**src/rtl/mem_port_arbiter_pkg.sv**
```systemverilog
// Shared types for the icache/dcache memory-port arbiter.
package mem_arb_types;

  typedef enum logic [1:0] {
    IDLE    = 2'd0,
    SERVE_I = 2'd1,
    SERVE_D = 2'd2,
    RELEASE = 2'd3
  } arb_state_t;

  typedef enum logic {
    ICACHE = 1'b0,
    DCACHE = 1'b1
  } grant_t;

  typedef enum logic {
    OP_READ  = 1'b0,
    OP_WRITE = 1'b1
  } mem_op_t;

  // The requester that did not win last time.
  function automatic grant_t other_side(grant_t g);
    return (g == ICACHE) ? DCACHE : ICACHE;
  endfunction

endpackage

```
**src/rtl/mem_port_arbiter_grant_select.sv**
```systemverilog
// Round-robin grant policy between icache and dcache. Kept separate so a
// fixed-priority policy can be dropped in without touching the FSM.
module arb_grant_select
  import mem_arb_types::*;
(
  input  logic   i_req,
  input  logic   d_req,
  input  grant_t last_grant,
  output logic   grant_valid,
  output grant_t grant
);

  // Contention goes to the side opposite the previous winner.
  always_comb begin
    grant_valid = i_req | d_req;
    grant       = ICACHE;
    if (i_req && d_req) grant = other_side(last_grant);
    else if (d_req)     grant = DCACHE;
  end

endmodule

```
**src/rtl/mem_port_arbiter.sv**
```systemverilog
// Shares the single physical-memory port between icache and dcache misses.
// Request fields are captured at grant so the downstream port stays stable
// for the whole transaction; a RELEASE cycle after each completion lets the
// requester drop its request before the next arbitration.
module mem_port_arbiter
  import mem_arb_types::*;
#(
  parameter int ADDR_WIDTH = 32,
  parameter int LINE_WIDTH = 256
) (
  input  logic                  clk,
  input  logic                  rst,
  input  logic                  i_read,
  input  logic [ADDR_WIDTH-1:0] i_address,
  output logic                  i_resp,
  output logic [LINE_WIDTH-1:0] i_rdata,
  input  logic                  d_read,
  input  logic                  d_write,
  input  logic [ADDR_WIDTH-1:0] d_address,
  input  logic [LINE_WIDTH-1:0] d_wdata,
  output logic                  d_resp,
  output logic [LINE_WIDTH-1:0] d_rdata,
  output logic                  pmem_read,
  output logic                  pmem_write,
  output logic [ADDR_WIDTH-1:0] pmem_address,
  output logic [LINE_WIDTH-1:0] pmem_wdata,
  input  logic [LINE_WIDTH-1:0] pmem_rdata,
  input  logic                  pmem_resp,
  output logic                  busy
);

  arb_state_t            state, state_nxt;
  grant_t                last_grant;
  mem_op_t               op_q;
  logic [ADDR_WIDTH-1:0] addr_q;
  logic [LINE_WIDTH-1:0] wdata_q;

  logic   d_req;
  logic   grant_valid;
  grant_t grant;
  logic   serving;
  logic   take_grant;

  assign d_req      = d_read | d_write;
  assign take_grant = (state == IDLE) && grant_valid;

  arb_grant_select u_grant_select (
    .i_req       (i_read),
    .d_req       (d_req),
    .last_grant  (last_grant),
    .grant_valid (grant_valid),
    .grant       (grant)
  );

  // Next-state: serve until the memory completes, then one release cycle.
  always_comb begin
    state_nxt = state;
    case (state)
      IDLE:    if (grant_valid) state_nxt = (grant == DCACHE) ? SERVE_D : SERVE_I;
      SERVE_I: if (pmem_resp) state_nxt = RELEASE;
      SERVE_D: if (pmem_resp) state_nxt = RELEASE;
      RELEASE: state_nxt = IDLE;
      default: state_nxt = IDLE;
    endcase
  end

  // State, round-robin history and the request captured at grant.
  always_ff @(posedge clk or negedge rst) begin
    if (!rst) begin
      state      <= IDLE;
      last_grant <= ICACHE;
      op_q       <= OP_READ;
      addr_q     <= '0;
      wdata_q    <= '0;
    end else begin
      state <= state_nxt;
      if (take_grant) begin
        last_grant <= grant;
        if (grant == DCACHE) begin
          addr_q  <= d_address;
          wdata_q <= d_wdata;
          // write wins if both d_read and d_write are (illegally) high
          op_q    <= d_write ? OP_WRITE : OP_READ;
        end else begin
          addr_q  <= i_address;
          wdata_q <= '0;
          op_q    <= OP_READ;
        end
      end
    end
  end

  // Downstream port is driven only while serving; zero in IDLE/RELEASE.
  always_comb begin
    serving      = (state == SERVE_I) || (state == SERVE_D);
    pmem_read    = serving && (op_q == OP_READ);
    pmem_write   = serving && (op_q == OP_WRITE);
    pmem_address = serving ? addr_q  : '0;
    pmem_wdata   = serving ? wdata_q : '0;
    i_resp       = (state == SERVE_I) && pmem_resp;
    d_resp       = (state == SERVE_D) && pmem_resp;
    i_rdata      = pmem_rdata;
    d_rdata      = pmem_rdata;
    busy         = (state != IDLE);
  end

  // Protocol checks: illegal dcache request pair and read/write exclusivity.
  always @(posedge clk) begin
    if (rst) begin
      assert (!(d_read && d_write))
        else $warning("mem_port_arbiter: d_read and d_write both high, write takes precedence");
      assert (!(pmem_read && pmem_write))
        else $error("mem_port_arbiter: pmem_read and pmem_write both high");
    end
  end

endmodule

```
**config.mk**
```make
export PLATFORM = sky130hd
export DESIGN_NAME = mem_port_arbiter
export DESIGN_NICKNAME = d
export VERILOG_FILES = /design/src/rtl/mem_port_arbiter_pkg.sv /design/src/rtl/mem_port_arbiter_grant_select.sv /design/src/rtl/mem_port_arbiter.sv
export SDC_FILE = /design/constraint.sdc
export NUM_CORES = 1
export LEC_CHECK = 0
export BUFFER_PORTS_ARGS = -buffer_cell sky130_fd_sc_hd__buf_2
export CAP_MARGIN = 40
export CELL_PAD_IN_SITES_DETAIL_PLACEMENT = 0
export CELL_PAD_IN_SITES_GLOBAL_PLACEMENT = 1
export CORE_AREA = 5 5 542 544
export CTS_CLUSTER_DIAMETER = 50
export DETAILED_ROUTE_END_ITERATION = 16
export DIE_AREA = 0 0 547 549
export GPL_ROUTABILITY_DRIVEN = 0
export PLACE_DENSITY_LB_ADDON = 0.1
export SLEW_MARGIN = 20
export SYNTH_ARGS = -nofsm -noshare
export SYNTH_HDL_FRONTEND = slang
export SYNTH_HIERARCHICAL = 1
export SYNTH_SLANG_ARGS = --single-unit
```
**constraint.sdc**
```tcl
create_clock -name clk -period 1.8 [get_ports clk]
set_clock_uncertainty 0.2 [all_clocks]
set_input_delay 0 -clock clk [delete_from_list [all_inputs] [get_ports clk]]
set_output_delay 0 -clock clk [all_outputs]
set_load 0.01 [all_outputs]
```
==> results.txt, run 1 <==
The flow ran to the end, but the final reports show violations. The final reports fail on negative hold slack, negative setup slack. The standard cell core area came out at 0.2891 mm^2.

The clock group share of total power came out at 25.4%. The count of boundary I/O pins came out at 1387. The count of input and output buffers came out at 618. The final total negative setup slack came out at -151460 ps.

The remaining antenna violation count after routing came out at 0. The register bit total from synthesis came out at 292. After layout, the worst setup slack is -578.7 ps. The slew at the pin closest to its max-slew limit is 632.9 ps. The H-tree depth came out at 3. The sequential-to-total area share from yosys stat came out at 41.38%. Entering global routing, the biggest net connects 55 pins. The area added between synthesis and finish is 110.1%. The total power divided by cell area is 1749 mW/mm^2.

The worst register-to-register path ends at addr_q[15]$_DFFE_PN0P_. The vertical extent of the die is 549 um. The clock sink count is 292. The number of max-slew violations in the final report was 0.

The number of fillers in the final layout came out at 33070. Along the worst hold path, the cell count comes to 6. The max-capacitance violation count came out at 0. The clock insertion delay at the later pin of the skew report is 680 ps.

The total nets after synthesis came out at 2697. The utilization after layout came out at 12.83%. The number of buffers added by the clock tree synthesis step is 91. The cell area after synthesis came out at 0.01766 mm^2. The power share of the sequential group is 18.9%. The net count of the finished layout is 3807. Setup violations remaining at the end of the flow were counted as 446. The max-slew headroom at the worst pin came out at 57.67%. The number of antenna violations at the first check in global routing came out at 11.

The path type of the worst setup path is flop to output port. The sum of overflow across all layers after global routing is 0. The power spent charging and discharging nets came out at 25270 uW.

The worst hold path belongs to the class primary input to flop. Setup repair after global routing could not meet its margin everywhere. The beginning of the worst hold path is d_read.

The per-instance average area after synthesis came out at 8.364 um^2. The maximum buffer depth of the clock tree came out at 3. The ratio of routed vias to standard cells came out at 2.479. Counting every instance in the synthesized netlist gives 2111. Summing over every cut layer, the via total after detailed routing is 17600. The number of global-route vias before repair was 19210. The source of the worst register-to-register timing path is last_grant$_DFFE_PN0P_.

The endpoint required time on the critical path is 1600 ps. The arrival time of the worst setup path came out at 2180 ps. The routed wire length per instance is 18.09 um. The leakage power is 0.01620 uW. The count of distinct cell types in the synthesized netlist is 20. The initial core utilization came out at 6.107%. The number of cell rows is 198.

The cell sitting at the root of the clock tree is a sky130_fd_sc_hd__clkbuf_16. Global routing consumed, over all layers together, 7.968% of the routing resources. The final layout contains routed wiring with a total length of 128500 um.

The path depth of the worst reg2reg path is 5. The sum of net half-perimeters after detailed placement came out at 96560 um. The worst reg-to-reg setup slack came out at -300 ps. The shortest clock period the worst path allows after layout is 2379 ps. The post-route DRC violation count is 0. The maximum operating frequency came out at 0.4204 GHz. The startpoint type of the worst setup path is a flop.

The sort of element at the end of the critical path is an output port. TritonCTS built the clock tree. The path with the worst hold slack has its endpoint at state[0]$_DFFE_PN0P_. The post-route netlist has 34.67% of its cells at a drive strength greater than 1.

The floorplan die width came out at 547 um. For this run, the detailed router's first-pass iteration total came to 4. The floorplan step defined a die boundary enclosing 0.3003 mm^2. For this run, the number of Yosys warnings is 6. The internal power summed over all cells came out at 39630 uW.

The proportion of total power due to net switching came out at 38.93%. The combinational power share is 55.6%. The register clock-pin slew on the reported worst setup and hold paths is 40 ps. The number of hold buffers added after cts is 872.

The final hold violation count is 2. The largest driver fanout on the critical path came out at 5. The highest ir drop seen on vdd came out at 0.7444 mV. The fraction of the cycle the final worst path needs is 132.1%. The number of DRC violations after detailed-routing iteration 0 is 434.

The hold slack came out at -53.61 ps. The first global-routing pass estimated 166900 um of wire.
## critical path, cell delays in order (launching register included)
cell and delay, ps:
sky130_fd_sc_hd__dfrtp_1 380, sky130_fd_sc_hd__inv_2 80, sky130_fd_sc_hd__ha_4 220, sky130_fd_sc_hd__buf_12 150
sky130_fd_sc_hd__buf_16 150, sky130_fd_sc_hd__buf_12 150, sky130_fd_sc_hd__buf_16 140, sky130_fd_sc_hd__and2_4 130
sky130_fd_sc_hd__buf_6 110
## cell usage in the layout, fill, tap and decap left out, types with 2 or more instances in the layout
cell type,count
sky130_fd_sc_hd__dlygate4sd3_1,871
sky130_fd_sc_hd__dfrtp_1,292
sky130_fd_sc_hd__clkbuf_8,20
sky130_fd_sc_hd__bufinv_16,8
sky130_fd_sc_hd__clkbuf_4,2
sky130_fd_sc_hd__clkbuf_16,107
sky130_fd_sc_hd__buf_4,104
sky130_fd_sc_hd__nand2_1,547
sky130_fd_sc_hd__o21ai_1,200
sky130_fd_sc_hd__and2_1,93
sky130_fd_sc_hd__buf_2,398
sky130_fd_sc_hd__buf_8,12
sky130_fd_sc_hd__ha_1,3
sky130_fd_sc_hd__clkbuf_1,20
sky130_fd_sc_hd__clkinv_2,22
sky130_fd_sc_hd__buf_12,48
sky130_fd_sc_hd__inv_2,2
sky130_fd_sc_hd__mux2i_1,35
sky130_fd_sc_hd__clkinv_8,3
sky130_fd_sc_hd__and2_4,198
sky130_fd_sc_hd__buf_16,13
sky130_fd_sc_hd__o21ai_0,90
sky130_fd_sc_hd__clkinv_16,2
sky130_fd_sc_hd__diode_2,4
sky130_fd_sc_hd__buf_6,195
## flip-flops by register name, indices dropped and copies added (netlist names)
signal and count:
state 2, wdata_q 256, addr_q 32, op_q 1, last_grant 1
## per-layer routing
layer | wire length [um] | part of all wire [%] | global-route usage, %
met2 | 62930 | 49 | 13.65
met3 | 9268 | 7.2 | 2.633
met4 | 3528 | 2.7 | 2.417
met5 | 0 | 0 | 0
met1 | 52730 | 41 | 9.419
## cells in the mapped netlist
library cell               count  share of area, %
sky130_fd_sc_hd__nand2_1     548                12
sky130_fd_sc_hd__buf_4       515                22
sky130_fd_sc_hd__dfrtp_1     292                41
sky130_fd_sc_hd__and2_1      291                10
sky130_fd_sc_hd__o21ai_1     200               5.7
sky130_fd_sc_hd__o21ai_0      90               2.6
sky130_fd_sc_hd__clkbuf_1     75               1.6
sky130_fd_sc_hd__mux2i_1      35               2.0
sky130_fd_sc_hd__buf_2        24              0.68
sky130_fd_sc_hd__buf_6        23               1.5
sky130_fd_sc_hd__ha_1          4              0.28
sky130_fd_sc_hd__inv_1         4             0.085
sky130_fd_sc_hd__buf_1         2             0.043
sky130_fd_sc_hd__buf_8         2              0.17
sky130_fd_sc_hd__a21boi_1      1             0.043
sky130_fd_sc_hd__mux2_2        1             0.064
sky130_fd_sc_hd__nor2_1        1             0.021
sky130_fd_sc_hd__o22ai_1       1             0.035
sky130_fd_sc_hd__or2_1         1             0.035
sky130_fd_sc_hd__or2_2         1             0.035
## worst max-delay path by stage
stage	startpoint	to
floorplan	state[0]$_DFFE_PN0P_	wdata_q[62]$_DFFE_PN0P_
global placement	last_grant$_DFFE_PN0P_	addr_q[15]$_DFFE_PN0P_
detailed placement	last_grant$_DFFE_PN0P_	addr_q[15]$_DFFE_PN0P_
CTS	state[0]$_DFFE_PN0P_	pmem_address[8]
global route	state[0]$_DFFE_PN0P_	pmem_wdata[252]
finish	state[0]$_DFFE_PN0P_	pmem_wdata[236]
## cell type report
type | count | area [um^2] | area share [%]
Timing Repair Buffer | 1658 | 15580 | 41.99
Sequential cell | 292 | 7307 | 19.70
Multi-Input combinational cell | 1174 | 6305 | 16.99
Tap cell | 3800 | 4755 | 12.82
Clock buffer | 132 | 2653 | 7.150
Clock inverter | 37 | 475.5 | 1.282
Inverter | 4 | 17.52 | 0.04722
Antenna cell | 4 | 10.01 | 0.02698
## cell families (layout without fill, tap and decap cells)
logic type	Yosys count	in the layout	synth area share [%]
AO/OA/AOI/OAI	292	292	8.298
adder cells (fa/ha/maj)	4	4	0.2835
buffers and inverters	645	1831	25.94
flip-flops	292	292	41.38
multiplexers	36	36	2.048
other	0	4	0
AND/OR/NAND/NOR	842	842	22.05
## power groups by stage
stage	clock network, uW	logic [uW]	registers, uW
2_1_floorplan	0	12200	11100
3_3_place_gp	0	23900	12500
3_5_place_dp	0	23900	12400
4_1_cts	17300	31200	12400
5_1_grt	17600	39600	12800
6_report	16500	36100	12300
## metrics by stage
step | power [uW] | hold slack [ps] | cells | instance area [um^2] | setup slack [ps]
5_1_grt | 70090 | -32.41 | 7098 | 37090 | -727.9
4_1_cts | 60880 | -113.5 | 7067 | 35430 | -741.0
3_3_place_gp | 36350 | -244.8 | 6009 | 22420 | -361.8
6_report | 64900 | -53.61 | 7101 | 37100 | -578.7
3_5_place_dp | 36260 | -246.3 | 6009 | 22420 | -371.2
2_1_floorplan | 23290 | -495.6 | 2111 | 17660 | 123.8
## repair_timing
action | CTS | global route
cloned | 7 | 19
resized for setup | 237 | 363
endpoints found under the setup margin | 534 | 565
pin swaps | 6 | 6
hold endpoints to repair | 1096 | 2
buffers inserted | 10 | 14
Note: power is estimated with default switching activity, not from simulation.
==> run 2: changes to the inputs <==
clock period = 2.7 ns   (was 1.8 ns; I/O delays follow)
==> run 2 against run 1 <==
Net effect:
- the run now ends clean
- design area decreased by 2.7%
- cell count rose by 2.1%
- worst setup slack better by 700 ps
- flip-flop and latch count unchanged
- sequential power down 35%
- first-iteration DRC count is 22% higher
- clock power fell by 35%
- non-clock buffer count grew 143
==> results.txt, run 2 (same netlist as run 1, synthesis figures left out) <==
The vertical extent of the die came out at 549 um. The max-capacitance violation count is 0. The maximum operating frequency is 0.3881 GHz.

The floorplan die area is 0.3003 mm^2. Timing analysis after detailed placement gives a worst setup slack of 549.4 ps. The register clock-pin slew on the reported worst setup and hold paths is 50 ps. The number of vias in the routed layout came out at 18270. The final routed wirelength across all metal layers is 124900 um. The post-route DRC violation count came out at 0. The total track usage came out at 7.920%.

The count of boundary I/O pins is 1387. The H-tree depth came out at 3. The routed wire length per instance is 17.23 um. The count of input and output buffers came out at 618. The floorplan has 198 rows.

At the later pin of the worst-skew pair, clock insertion delay measures 650 ps. The core region is 0.2891 mm^2. The kind of cell adding the most delay to the critical path is buffers and inverters. The number of fillers in the final layout is 33330.

The leakage power came out at 0.01565 uW. The highest-delay cell along the critical path is sky130_fd_sc_hd__dlygate4sd3_1. The critical path is of the flop to flop type. The number of global-route vias before repair is 19870. Dividing the final minimum period by the clock period gives 95.42%.

The flow ran to the end, and the final reports show no timing, DRC or antenna violations. The total non-filler cell area in the finished layout is 0.03608 mm^2. The setup violation total in the final timing report is 0. The slew at the pin closest to its max-slew limit came out at 638.3 ps. The initial utilization of the core area, before any placement, comes to 6.107%. Setup repair after global routing left no endpoint under its margin. The number of detailed-route iterations in the first pass is 4. TritonCTS built the clock tree. Data on the critical path is required at its endpoint by 3060 ps. The total power divided by cell area came out at 993.3 mW/mm^2. The peak per-stage delay on the critical path came out at 580 ps. The final hold violation count came to 0. The post-route worst setup slack is 123.6 ps.

Entering global routing, the biggest net connects 62 pins. The top cell types in the final layout, fill and taps aside, are 1097 x sky130_fd_sc_hd__dlygate4sd3_1, 617 x sky130_fd_sc_hd__buf_2, 547 x sky130_fd_sc_hd__nand2_1, 292 x sky130_fd_sc_hd__dfrtp_1, 289 x sky130_fd_sc_hd__and2_1. The utilization after layout is 12.48%. The path class of the tightest hold or removal check is primary input to flop.

Compared with the post-synthesis result, the final layout area differs by 104.4%. The sum of net half-perimeters after detailed placement is 95180 um. The cell area reported after detailed placement is 0.02175 mm^2. The number of buffers added by the clock tree synthesis step came out at 90. The signal on the critical path passes through a21boi_4, buf_12, mux2i_1, dlygate4sd3_1, o21ai_0, dlygate4sd3_1. The ratio of routed vias to standard cells came out at 2.520. More flip-flops sit in one register than any other, and that register is wdata_q. The routed design could run at a clock period as short as 2576 ps. The arrival time of the worst setup path came out at 2940 ps. The post-route netlist has 24.62% of its cells at a drive strength greater than 1. The largest driver fanout on the critical path is 13. The cell sitting at the root of the clock tree is a sky130_fd_sc_hd__clkbuf_16. The beginning of the worst hold path is d_wdata[138]. The flip-flop count of the largest register after layout is 256.

The startpoint identified for the worst register-to-register timing path is last_grant$_DFFE_PN0P_. The sum of overflow across all layers after global routing is 0. The floorplan die width is 547 um. The final total negative setup slack is 0 ps.

Among the stages of the critical path, the cell type that occurs most often is sky130_fd_sc_hd__dlygate4sd3_1. Headroom to the max-slew limit came out at 57.31%. Tracing the worst setup path back leads to its startpoint at last_grant$_DFFE_PN0P_. The first-pass GRT wire length is 168000 um. The design draws 35840 uW. STA classifies the critical path startpoint as a flop.

The count of buffering cells on the critical path with inverters included is 3. At the end of the flow, the number of nets in the layout was 3949. The number of max-slew violations in the final report came to 0. The first routing iteration left 529 violations. The largest registers in the layout are wdata_q (256), addr_q (32), state (2). The highest ir drop seen on vdd is 0.7214 mV. The remaining antenna violation count after routing is 0.

STA classifies the critical path endpoint as a flop. The clock sink count came out at 292. Leaving out fill and tap cells, the most frequent cell in the layout is sky130_fd_sc_hd__dlygate4sd3_1. The number of antenna violations at the first check in global routing came to 31. The maximum buffer depth of the clock tree came out at 3.
==> run 2: repair_timing <==
| item | CTS | global route |
|---|---|---|
| gates resized for setup | 10 | 1 |
| hold endpoints to repair | 1096 | 0 |
| setup endpoints to repair | 89 | 13 |
| hold buffers | 1098 | 0 |
| buffers inserted | 1 | 11 |
| pin swaps | 0 | 1 |
| cloned | 4 | 1 |
==> run 2: where the power goes <==
group	total, uW	switching (uW)	internal (uW)
Combinational	17100	9900	7220
Sequential	8040	1390	6650
Clock	10700	3430	7260
Total	35800	14700	21100
==> run 2: per-stage QoR <==
step	std cells	hold WS, ps
floorplan	2111	-495.6
global placement	5956	-199.9
detailed placement	5956	-199.9
CTS	7220	5.579
global route	7238	34.59
finish	7248	71.16
==> run 2: worst paths after layout <==
check	slack, ps	depth (start not counted)	endpoint
max reg2reg	120	6	addr_q[12]$_DFFE_PN0P_
min	70	4	wdata_q[138]$_DFFE_PN0P_
min reg2reg	270	2	wdata_q[29]$_DFFE_PN0P_
max	120	6	addr_q[12]$_DFFE_PN0P_
min in group asynchronous	530	4	addr_q[28]$_DFFE_PN0P_
max in group asynchronous	1370	4	wdata_q[107]$_DFFE_PN0P_
==> run 2: worst register-to-register path, stage by stage, from the launching register on <==
cell	delay [ps]
sky130_fd_sc_hd__dfrtp_1	400
sky130_fd_sc_hd__a21boi_4	240
sky130_fd_sc_hd__buf_12	200
sky130_fd_sc_hd__mux2i_1	230
sky130_fd_sc_hd__dlygate4sd3_1	580
sky130_fd_sc_hd__o21ai_0	70
sky130_fd_sc_hd__dlygate4sd3_1	570
==> run 2: final cells by class <==
type	instances	area [um^2]	area share [%]
Clock inverter	26	350.3	0.9709
Tap cell	3800	4755	13.18
Antenna cell	16	40.04	0.1110
Clock buffer	135	2624	7.271
Multi-Input combinational cell	1174	5807	16.09
Timing Repair Buffer	1801	15190	42.09
Inverter	4	15.01	0.04161
Sequential cell	292	7307	20.25
==> run 2: routing by layer <==
| metal | part of all wire, % | wire [um] | vias to the layer above | track usage [%] |
|---|---|---|---|---|
| met5 | 0 | 0 | - | 0 |
| met4 | 3.3 | 4163 | 0 | 2.592 |
| met3 | 8.1 | 10120 | 196 | 2.859 |
| met2 | 48 | 60130 | 902 | 13.59 |
| met1 | 40 | 50500 | 8471 | 9.122 |
| li1 | - | - | 8697 | - |
